<file path="config.mk">
export PLATFORM = sky130hd
export DESIGN_NAME = uart_cmd_host
export DESIGN_NICKNAME = d
export VERILOG_FILES = /design/src/rtl/uart_cmd_host.sv
export SDC_FILE = /design/constraint.sdc
export NUM_CORES = 1
export LEC_CHECK = 0
export BUFFER_PORTS_ARGS = -buffer_cell sky130_fd_sc_hd__buf_2
export CAP_MARGIN = 25
export CORE_ASPECT_RATIO = 1.5
export CORE_UTILIZATION = 46
export CTS_BUF_LIST = sky130_fd_sc_hd__clkbuf_8
export CTS_CLUSTER_DIAMETER = 40
export DETAILED_ROUTE_END_ITERATION = 6
export GPL_TIMING_DRIVEN = 0
export PLACE_DENSITY = 0.74
export REMOVE_ABC_BUFFERS = 1
export SKIP_CTS_REPAIR_TIMING = 1
export SLEW_MARGIN = 20
export SYNTH_ARGS = -nofsm -noshare
export SYNTH_HDL_FRONTEND = slang
export SYNTH_SLANG_ARGS = --single-unit
</file>
<file path="constraint.sdc">
create_clock -name CLK -period 2.9 [get_ports CLK]
set_input_delay 0.145 -clock CLK [delete_from_list [all_inputs] [get_ports CLK]]
set_output_delay 0.145 -clock CLK [all_outputs]
set_load 0.005 [all_outputs]
</file>
<file path="src/rtl/uart_cmd_host.sv">
// ---------------------------------------------------------------------------
// uart_cmd_host
//   Host end of the serial command link. Accepts one command, streams its
//   framed bytes to a byte-level UART transmitter, then collects 0, 1 or 2
//   response bytes from the UART receiver and presents them as one result
//   word with a completion (or timeout) strobe.
//
// Ports
//   CLK, RST            clock, synchronous active-high reset
//   cmd_valid/ready     command handshake (ready only while idle)
//   cmd_type            00 RF_WR, 01 RF_RD, 10 ALU_OP, 11 ALU_NOP
//   cmd_addr/data       register-file address / write data
//   cmd_op_a/op_b/fun   ALU operands and function code
//   tx_data/valid/ready byte stream towards the UART transmitter
//   rx_data/valid       one-cycle strobe per byte from the UART receiver
//   rsp_data            result word (first rx byte in the low byte)
//   rsp_valid           one-cycle completion strobe
//   rsp_timeout         one-cycle abort strobe (response stalled too long)
//   busy                high whenever a command is in flight
// ---------------------------------------------------------------------------
module uart_cmd_host #(
    parameter int DATA_WIDTH  = 8,
    parameter int TIMEOUT_CYC = 4096
) (
    input  logic                      CLK,
    input  logic                      RST,
    input  logic                      cmd_valid,
    output logic                      cmd_ready,
    input  logic [1:0]                cmd_type,
    input  logic [3:0]                cmd_addr,
    input  logic [DATA_WIDTH-1:0]     cmd_data,
    input  logic [DATA_WIDTH-1:0]     cmd_op_a,
    input  logic [DATA_WIDTH-1:0]     cmd_op_b,
    input  logic [3:0]                cmd_fun,
    output logic [DATA_WIDTH-1:0]     tx_data,
    output logic                      tx_valid,
    input  logic                      tx_ready,
    input  logic [DATA_WIDTH-1:0]     rx_data,
    input  logic                      rx_valid,
    output logic [2*DATA_WIDTH-1:0]   rsp_data,
    output logic                      rsp_valid,
    output logic                      rsp_timeout,
    output logic                      busy
);

    localparam int DW = DATA_WIDTH;
    localparam int TW = $clog2(TIMEOUT_CYC);
    localparam logic [TW-1:0] T_LAST = TW'(TIMEOUT_CYC - 1);

    localparam logic [1:0] T_RF_WR   = 2'b00;
    localparam logic [1:0] T_RF_RD   = 2'b01;
    localparam logic [1:0] T_ALU_OP  = 2'b10;
    localparam logic [1:0] T_ALU_NOP = 2'b11;

    typedef enum logic [1:0] {
        ST_IDLE = 2'd0,
        ST_SEND = 2'd1,
        ST_WAIT = 2'd2
    } state_t;

    state_t              state_q;
    logic [1:0]          type_q;
    logic [3:0]          addr_q;
    logic [3:0]          fun_q;
    logic [DW-1:0]       data_q;
    logic [DW-1:0]       op_a_q;
    logic [DW-1:0]       op_b_q;
    logic [1:0]          idx_q;      // index of the byte currently on tx_data
    logic [1:0]          rcnt_q;     // response bytes captured so far
    logic [TW-1:0]       tcnt_q;     // idle cycles since last response byte
    logic [DW-1:0]       tx_data_q;
    logic                tx_valid_q;
    logic [2*DW-1:0]     rsp_data_q;
    logic                rsp_valid_q;
    logic                rsp_timeout_q;

    // Header byte, taken straight from the incoming command on accept.
    function automatic logic [DW-1:0] header_byte(input logic [1:0] t);
        case (t)
            T_RF_WR:  header_byte = DW'(8'hAA);
            T_RF_RD:  header_byte = DW'(8'hBB);
            T_ALU_OP: header_byte = DW'(8'hCC);
            default:  header_byte = DW'(8'hDD);
        endcase
    endfunction

    logic [1:0]    idx_d;
    logic [DW-1:0] next_byte_d;
    logic [1:0]    last_idx_d;
    logic [1:0]    n_rsp_d;
    logic [1:0]    rcnt_d;
    logic [DW-1:0] addr_ext;
    logic [DW-1:0] fun_ext;

    assign addr_ext = {{(DW-4){1'b0}}, addr_q};
    assign fun_ext  = {{(DW-4){1'b0}}, fun_q};
    assign idx_d    = idx_q + 2'd1;
    assign rcnt_d   = rcnt_q + 2'd1;

    // Payload byte following the current one, plus frame geometry,
    // all derived from the captured command.
    always_comb begin
        next_byte_d = '0;
        last_idx_d  = 2'd1;
        n_rsp_d     = 2'd2;
        case (type_q)
            T_RF_WR: begin
                last_idx_d = 2'd2;
                n_rsp_d    = 2'd0;
                if (idx_d == 2'd1)      next_byte_d = addr_ext;
                else if (idx_d == 2'd2) next_byte_d = data_q;
            end
            T_RF_RD: begin
                last_idx_d = 2'd1;
                n_rsp_d    = 2'd1;
                if (idx_d == 2'd1) next_byte_d = addr_ext;
            end
            T_ALU_OP: begin
                last_idx_d = 2'd3;
                n_rsp_d    = 2'd2;
                if (idx_d == 2'd1)      next_byte_d = op_a_q;
                else if (idx_d == 2'd2) next_byte_d = op_b_q;
                else if (idx_d == 2'd3) next_byte_d = fun_ext;
            end
            default: begin
                last_idx_d = 2'd1;
                n_rsp_d    = 2'd2;
                if (idx_d == 2'd1) next_byte_d = fun_ext;
            end
        endcase
    end

    always_ff @(posedge CLK) begin
        if (RST) begin
            state_q       <= ST_IDLE;
            type_q        <= '0;
            addr_q        <= '0;
            fun_q         <= '0;
            data_q        <= '0;
            op_a_q        <= '0;
            op_b_q        <= '0;
            idx_q         <= '0;
            rcnt_q        <= '0;
            tcnt_q        <= '0;
            tx_data_q     <= '0;
            tx_valid_q    <= 1'b0;
            rsp_data_q    <= '0;
            rsp_valid_q   <= 1'b0;
            rsp_timeout_q <= 1'b0;
        end else begin
            rsp_valid_q   <= 1'b0;
            rsp_timeout_q <= 1'b0;
            case (state_q)
                ST_IDLE: begin
                    if (cmd_valid) begin
                        type_q     <= cmd_type;
                        addr_q     <= cmd_addr;
                        fun_q      <= cmd_fun;
                        data_q     <= cmd_data;
                        op_a_q     <= cmd_op_a;
                        op_b_q     <= cmd_op_b;
                        idx_q      <= 2'd0;
                        tx_data_q  <= header_byte(cmd_type);
                        tx_valid_q <= 1'b1;
                        state_q    <= ST_SEND;
                    end
                end
                ST_SEND: begin
                    // tx_data only moves on a handshake, so it is stable
                    // for as long as the transmitter stalls.
                    if (tx_valid_q && tx_ready) begin
                        if (idx_q == last_idx_d) begin
                            tx_valid_q <= 1'b0;
                            rsp_data_q <= '0;
                            if (n_rsp_d == 2'd0) begin
                                rsp_valid_q <= 1'b1;
                                state_q     <= ST_IDLE;
                            end else begin
                                rcnt_q  <= '0;
                                tcnt_q  <= '0;
                                state_q <= ST_WAIT;
                            end
                        end else begin
                            idx_q     <= idx_d;
                            tx_data_q <= next_byte_d;
                        end
                    end
                end
                ST_WAIT: begin
                    if (rx_valid) begin
                        tcnt_q <= '0;
                        rcnt_q <= rcnt_d;
                        if (rcnt_q == 2'd0) rsp_data_q[DW-1:0]    <= rx_data;
                        else                rsp_data_q[2*DW-1:DW] <= rx_data;
                        if (rcnt_d == n_rsp_d) begin
                            rsp_valid_q <= 1'b1;
                            state_q     <= ST_IDLE;
                        end
                    end else if (tcnt_q == T_LAST) begin
                        // Partial response bytes are left in rsp_data.
                        rsp_timeout_q <= 1'b1;
                        state_q       <= ST_IDLE;
                    end else begin
                        tcnt_q <= tcnt_q + 1'b1;
                    end
                end
                default: state_q <= ST_IDLE;
            endcase
        end
    end

    assign cmd_ready   = (state_q == ST_IDLE);
    assign busy        = (state_q != ST_IDLE);
    assign tx_data     = tx_data_q;
    assign tx_valid    = tx_valid_q;
    assign rsp_data    = rsp_data_q;
    assign rsp_valid   = rsp_valid_q;
    assign rsp_timeout = rsp_timeout_q;

endmodule

</file>
==> impl_metrics.csv, run 1 <==
group,metric,value,unit
run_status,status,"finished clean",
routing,first_pass_iters,4,
setup_path,cp-start-kind,"flop",
routing,postRouteAntennaNets,0,
synthesis,synthXorXnorAreaFrac,0.007226,
pwr,peakVddDrop,0.4435,mV
timing,finalSetupViolations,0,
run,max_cap_viol_count,0,
place,gp_congestion,0.8060,
routing,wl_met3,381,um
cts,insertion_delay,0.37,ns
timing,period_share,0.9351,
synthesis,synth.most_common_cell,"nand2_1",
cts,path_clk_slew,0.08,ns
setup_path,crit_end,"tcnt_q[9]$_SDFFE_PP0P_",
synthesis,ys_types,52,
floorplan,initial_utilization,0.4776,
synthesis,yosys_register_bits,79,
setup_path,crit_path_max_fanout,22,
routing,wl_met2,4.313,mm
cts,cts_max_level,3,
place,place_ws,-0.01329,ns
synthesis,synthMuxAreaShare,0.01721,
place,numPortBuffers,75,
setup_path,rrSetupSlack,0.19,ns
timing,skew,0.01227,ns
timing,rsz0062_at_grt,"false",
timing,slew_viol_final,0,
synthesis,synth-main-ff-cell,"dfxtp_1",
synthesis,synth_top_family_by_area,"compound AO/OA/AOI/OAI gates",
floorplan,ios,76,
routing,via_per_inst,5.607,
global_route,grt_pass1_wl,13.97,mm
pwr,p_per_area,624.8,nW/um^2
timing,min_period,2.712,ns
cts,cts-root-buf,"clkbuf_8",
layout,nets,556,
timing,maxSlewHeadroom,0.3352,
synthesis,synth-edff-count,0,
global_route,grt-ovfl-total,0,
floorplan,die_area,8271,um^2
routing,drc,0,
synthesis,yosysSeqAreaShare,0.4350,
place,dpl.hpwl,5.953,mm
synthesis,synth_common_cells,"nand2_1, dfxtp_1, a21oi_1",
global_route,grt_pass1_vias,3143,
global_route,grt_max_degree,57,
layout,drive_gt1_frac,0.1996,
synthesis,syn_avg_cell_area,8.226,um^2
floorplan,die_x,74.59,um
synthesis,async_flop_share,0,
synthesis,syn_area,3636,um^2
routing,first_iter_violations,179,
setup_path,reg2reg_from,"state_q[1]$_SDFFE_PP0P_",
layout,syn_to_final_growth,16.90,%
routing,routed-via-count,3409,
setup_path,crit_path_start,"state_q[1]$_SDFFE_PP0P_",
routing,wl,8.500,mm
setup_path,r2r_end,"tcnt_q[9]$_SDFFE_PP0P_",
global_route,antenna_found_initial,0,
routing,wl_per_cell,13.98,um
setup_path,reg2reg_depth,7,
routing,drt-met1-wl,3.584,mm
synthesis,synth_top_area_cell,"dfxtp_1",
synthesis,yosys.area_share.adder,0.02753,
synthesis,synth_cells,442,
setup_path,critical_path_class,"flop to flop",
setup_path,critPathArrivalTime,3.02,ns
min_path,hold_path.class,"primary input to flop",
setup_path,cp.required,3.21,ns
floorplan,die_height,110.9,um
timing,tightestPinTransition,0.9971,ns
floorplan,coreArea,7612,um^2
timing,setup_ws,0.1882,ns
timing,setup-tns-final,0,ns
setup_path,cp-end-kind,"flop",
timing,holdWs,0.002987,ns
timing,final_hold_viol_count,0,
synthesis,yosys.area_share.simple,0.2237,
floorplan,placementRows,39,
cts,cts_buffer_depth,2,
synthesis,yosysWarnings,0,
global_route,groute.usage.overall,0.2173,
layout,fillers,743,
synthesis,yosysTopAreaCellShare,0.4350,
synthesis,synth_compound_gate_area_share,0.2385,
synthesis,netlist_top_cells_area,"dfxtp_1, nand2_1, a21oi_1",
min_path,hold_start,"cmd_op_a[3]",
routing,top_layer,"met4",
cts,cts_tree,"yes",
timing,fmax,0.3688,GHz
pwr,p_leak,1.693,nW
cts,clock_sinks,79,
layout,fin_util,0.5584,
cts,cts-buffers-inserted,9,
layout,num_antenna_cells,0,
-- worst max-delay path, cell delays in order, from the launching register on --
cell and delay, ns:
dfxtp_1 0.34, inv_1 0.09, ha_2 0.35, inv_1 0.27, o31a_1 0.39, a211o_1 0.48
or4_1 0.58, a21oi_1 0.14
-- routing by layer --
metal	GRT usage	vias to the layer above
met5	0	-
met1	0.2564	1588
met3	0.03636	17
met4	0.1258	0
met2	0.3586	100
li1	-	1704
-- cell families after synthesis --
logic type / after synthesis
xor gates and xnor gates: 3
muxes: 6
and+or+nand+nor: 172
AOI/OAI and AO/OA: 132
buffers and inverters: 42
DFF: 79
adders and majority gates: 8
-- layout make-up --
cell class / count / area (um^2) / area share
Multi-Input combinational cell: 321 / 1879 / 0.4422
Sequential cell: 79 / 1582 / 0.3721
Timing Repair Buffer: 77 / 405.4 / 0.09538
Clock buffer: 11 / 151.4 / 0.03562
Tap cell: 102 / 127.6 / 0.03003
Clock inverter: 5 / 56.30 / 0.01325
Inverter: 13 / 48.80 / 0.01148
-- layout by cell type, fill, tap and decap left out, types with 2 or more instances in the layout --
master / n
nand2_1: 100
dfxtp_1: 79
buf_2: 75
a21oi_1: 59
nor2_1: 19
o21ai_0: 18
a32o_1: 16
inv_1: 13
clkbuf_8: 11
nand3_1: 7
o31ai_1: 7
or4_1: 7
ha_1: 7
a211oi_1: 5
nand2b_1: 4
and3_1: 4
a211o_1: 4
or3_1: 4
mux2i_1: 4
nand3b_1: 3
a31oi_1: 3
nor4_1: 3
o41ai_1: 3
nor3_1: 3
xor2_1: 2
mux2_2: 2
nor2b_1: 2
a221oi_1: 2
and3b_1: 2
nor4bb_1: 2
a41oi_1: 2
and4b_1: 2
nor4b_1: 2
nand4_1: 2
a22oi_1: 2
o31a_1: 2
clkinv_2: 2
buf_8: 2
-- where the power goes --
part / internal, mW / leakage [nW] / switching, mW
sequential: 1.17 / 0.644 / 0.0672
combinational: 0.218 / 0.944 / 0.344
clock: 0.443 / 0.105 / 0.409
-- registers in the layout, summed over array words and instances (netlist names) --
register and flops:
idx_q 2, rsp_timeout 1, tx_data 8, rsp_valid 1
tx_valid 1, data_q 8, op_a_q 8, fun_q 4
state_q 2, type_q 2, addr_q 4, rsp_data 16
tcnt_q 12, op_b_q 8, rcnt_q 2
-- worst min path at each step --
stage / to / slack (ns) / cells past startpoint
2_1_floorplan: addr_q[0]$_SDFFE_PP0P_ / 0.21 / 1
3_3_place_gp: op_a_q[0]$_SDFFE_PP0P_ / 0.38 / 3
3_5_place_dp: fun_q[1]$_SDFFE_PP0P_ / 0.39 / 3
4_1_cts: op_b_q[6]$_SDFFE_PP0P_ / -0.002 / 3
5_1_grt: op_a_q[6]$_SDFFE_PP0P_ / 0.01 / 3
6_report: op_a_q[3]$_SDFFE_PP0P_ / 0.003 / 3
-- stage by stage --
step	cell area (um^2)	std cells	power, mW
floorplan	3500	413	1.601
global placement	4003	590	1.793
detailed placement	4033	592	1.824
CTS	4240	608	2.668
global route	4250	608	2.789
finish	4250	608	2.656
Power figures use the tool's default switching activity.
==> inputs of run 2 (changes only) <==
clock period = 2.7 ns   (was 2.9 ns; I/O delays follow)
==> run 2 against run 1 <==
  * The flow now finishes with violations (negative hold slack)
  * Power increased by 8.9%
  * Global-route usage unchanged
  * Clock power increased by 7.4%
  * Non-clock buffer count increased by 4
  * Final cell count increased by 0.66%
==> impl_metrics.csv, run 2 (synthesis gave the netlist of run 1 again) <==
group,metric,value,unit
run_status,status,"complete, but fails checks",
run_status,violations,"negative hold slack",
cts,cts_tree,"yes",
global_route,grt_pass1_wl,13.97,mm
routing,postRouteAntennaNets,0,
timing,tightestPinTransition,1.002,ns
layout,nets,560,
routing,first_iter_violations,162,
pwr,p_leak,1.711,nW
layout,multi_input_area,1891,um^2
layout,finalNonFillerCells,612,
layout,final_cell_mix,"nand2_1, dfxtp_1, buf_2",
global_route,grt_use_met1,0.2564,
floorplan,die_area,8271,um^2
setup_path,cp-end-kind,"flop",
layout,syn_to_final_growth,18.13,%
setup_path,critical_path.max_stage_delay,0.75,ns
place,numPortBuffers,75,
place,dpl.hpwl,5.953,mm
cts,cts_max_level,3,
floorplan,placementRows,39,
routing,wl,8.615,mm
global_route,grt_busiest_layer,"met2",
timing,skew,0.007573,ns
layout,num_antenna_cells,0,
floorplan,initial_utilization,0.4776,
global_route,grtUsageMet2,0.3586,
pwr,peakVddDrop,0.4763,mV
cts,cts-buffers-inserted,9,
layout,largest_register_ffs,16,
pwr,p_per_area,673.2,nW/um^2
timing,fmax,0.3977,GHz
floorplan,ios,76,
cts,cts_buffer_depth,2,
setup_path,cp-start-kind,"flop",
global_route,groute.usage.overall,0.2173,
setup_path,critical_path_class,"flop to flop",
setup_path,critPathArrivalTime,2.82,ns
timing,rsz0062_at_grt,"false",
timing,min_period,2.515,ns
floorplan,die_height,110.9,um
setup_path,cp_slowest_cell,"dfxtp_1",
timing,holdWs,-0.004339,ns
routing,via_per_inst,5.606,
layout,regArea,1582,um^2
setup_path,crit_path_max_fanout,22,
timing,final_hold_viol_count,4,
cts,insertion_delay,0.37,ns
setup_path,reg2reg_depth,5,
layout,final_common_cell,"nand2_1",
setup_path,cp.required,3.01,ns
cts,path_clk_slew,0.08,ns
global_route,grt_max_degree,57,
min_path,min_path_cells,3,
global_route,grt-ovfl-total,0,
routing,routed-via-count,3431,
place,placed_cells,592,
setup_path,path_cells,"nor2_1 -> o31a_1 -> a211o_2 -> or4_1 -> a21oi_1",
timing,finalSetupViolations,0,
timing,maxSlewHeadroom,0.3323,
timing,setup_ws,0.1854,ns
layout,drive_gt1_frac,0.2098,
global_route,grt_pass1_vias,3143,
floorplan,coreArea,7612,um^2
place,gp_congestion,0.8060,
floorplan,die_x,74.59,um
global_route,grtUsageMet3,0.03636,
routing,drc,0,
routing,wl_per_cell,14.08,um
global_route,antenna_found_initial,0,
cts,cts-root-buf,"clkbuf_8",
run,max_cap_viol_count,0,
layout,fillers,739,
min_path,hold_path.class,"primary input to flop",
timing,slew_viol_final,0,
timing,period_share,0.9313,
cts,clock_sinks,79,
place,place_ws,-0.2133,ns
routing,first_pass_iters,4,
[run 2: path summary, 6_finish.rpt]
path                                              from                      to  slack, ns
worst max-delay path            type_q[1]$_SDFFE_PP0P_  tcnt_q[9]$_SDFFE_PP0P_       0.19
worst min-delay path                       cmd_op_a[3]  op_a_q[3]$_SDFFE_PP0P_     -0.004
worst max register to register  type_q[1]$_SDFFE_PP0P_  tcnt_q[9]$_SDFFE_PP0P_       0.19
worst min register to register  op_b_q[1]$_SDFFE_PP0P_  op_b_q[1]$_SDFFE_PP0P_       0.46
[run 2: cell type report]
cell class | count | area share
clock buffer | 11 | 0.03525
clock inverter | 5 | 0.01311
inverter | 13 | 0.01223
multi-input combinational | 321 | 0.4401
sequential | 79 | 0.3682
tap | 102 | 0.02971
timing repair buffer | 81 | 0.1014
[run 2: report_power, final]
part | internal (mW) | switching, mW
clock | 0.475 | 0.439
combinational | 0.262 | 0.380
sequential | 1.26 | 0.0748
total | 2.00 | 0.894
[run 2: routing by layer]
layer  wire, um  part of all wire  vias up
li1           -                 -     1714
met2       4333              0.50       74
met5          0                 0        -
met4        209             0.024        0
met3        323             0.037       16
met1       3748              0.44     1627
[run 2: per-stage QoR]
stage               cell area [um^2]  TNS, ns    util  power, mW
finish                          4295        0  0.5643      2.892
global route                    4295        0  0.5643      3.034
CTS                             4240   -1.679  0.5570      2.866
detailed placement              4033   -1.512  0.5298      1.959
global placement                4003  -0.7388  0.5258      1.926
floorplan                       3500        0       -      1.720
[run 2: worst max-delay path, delay by kind of cell, from the launching register on]
kind / cells / cell delay (ns)
compound gates: 3 / 0.90
simple gates: 2 / 0.79
flops: 1 / 0.75
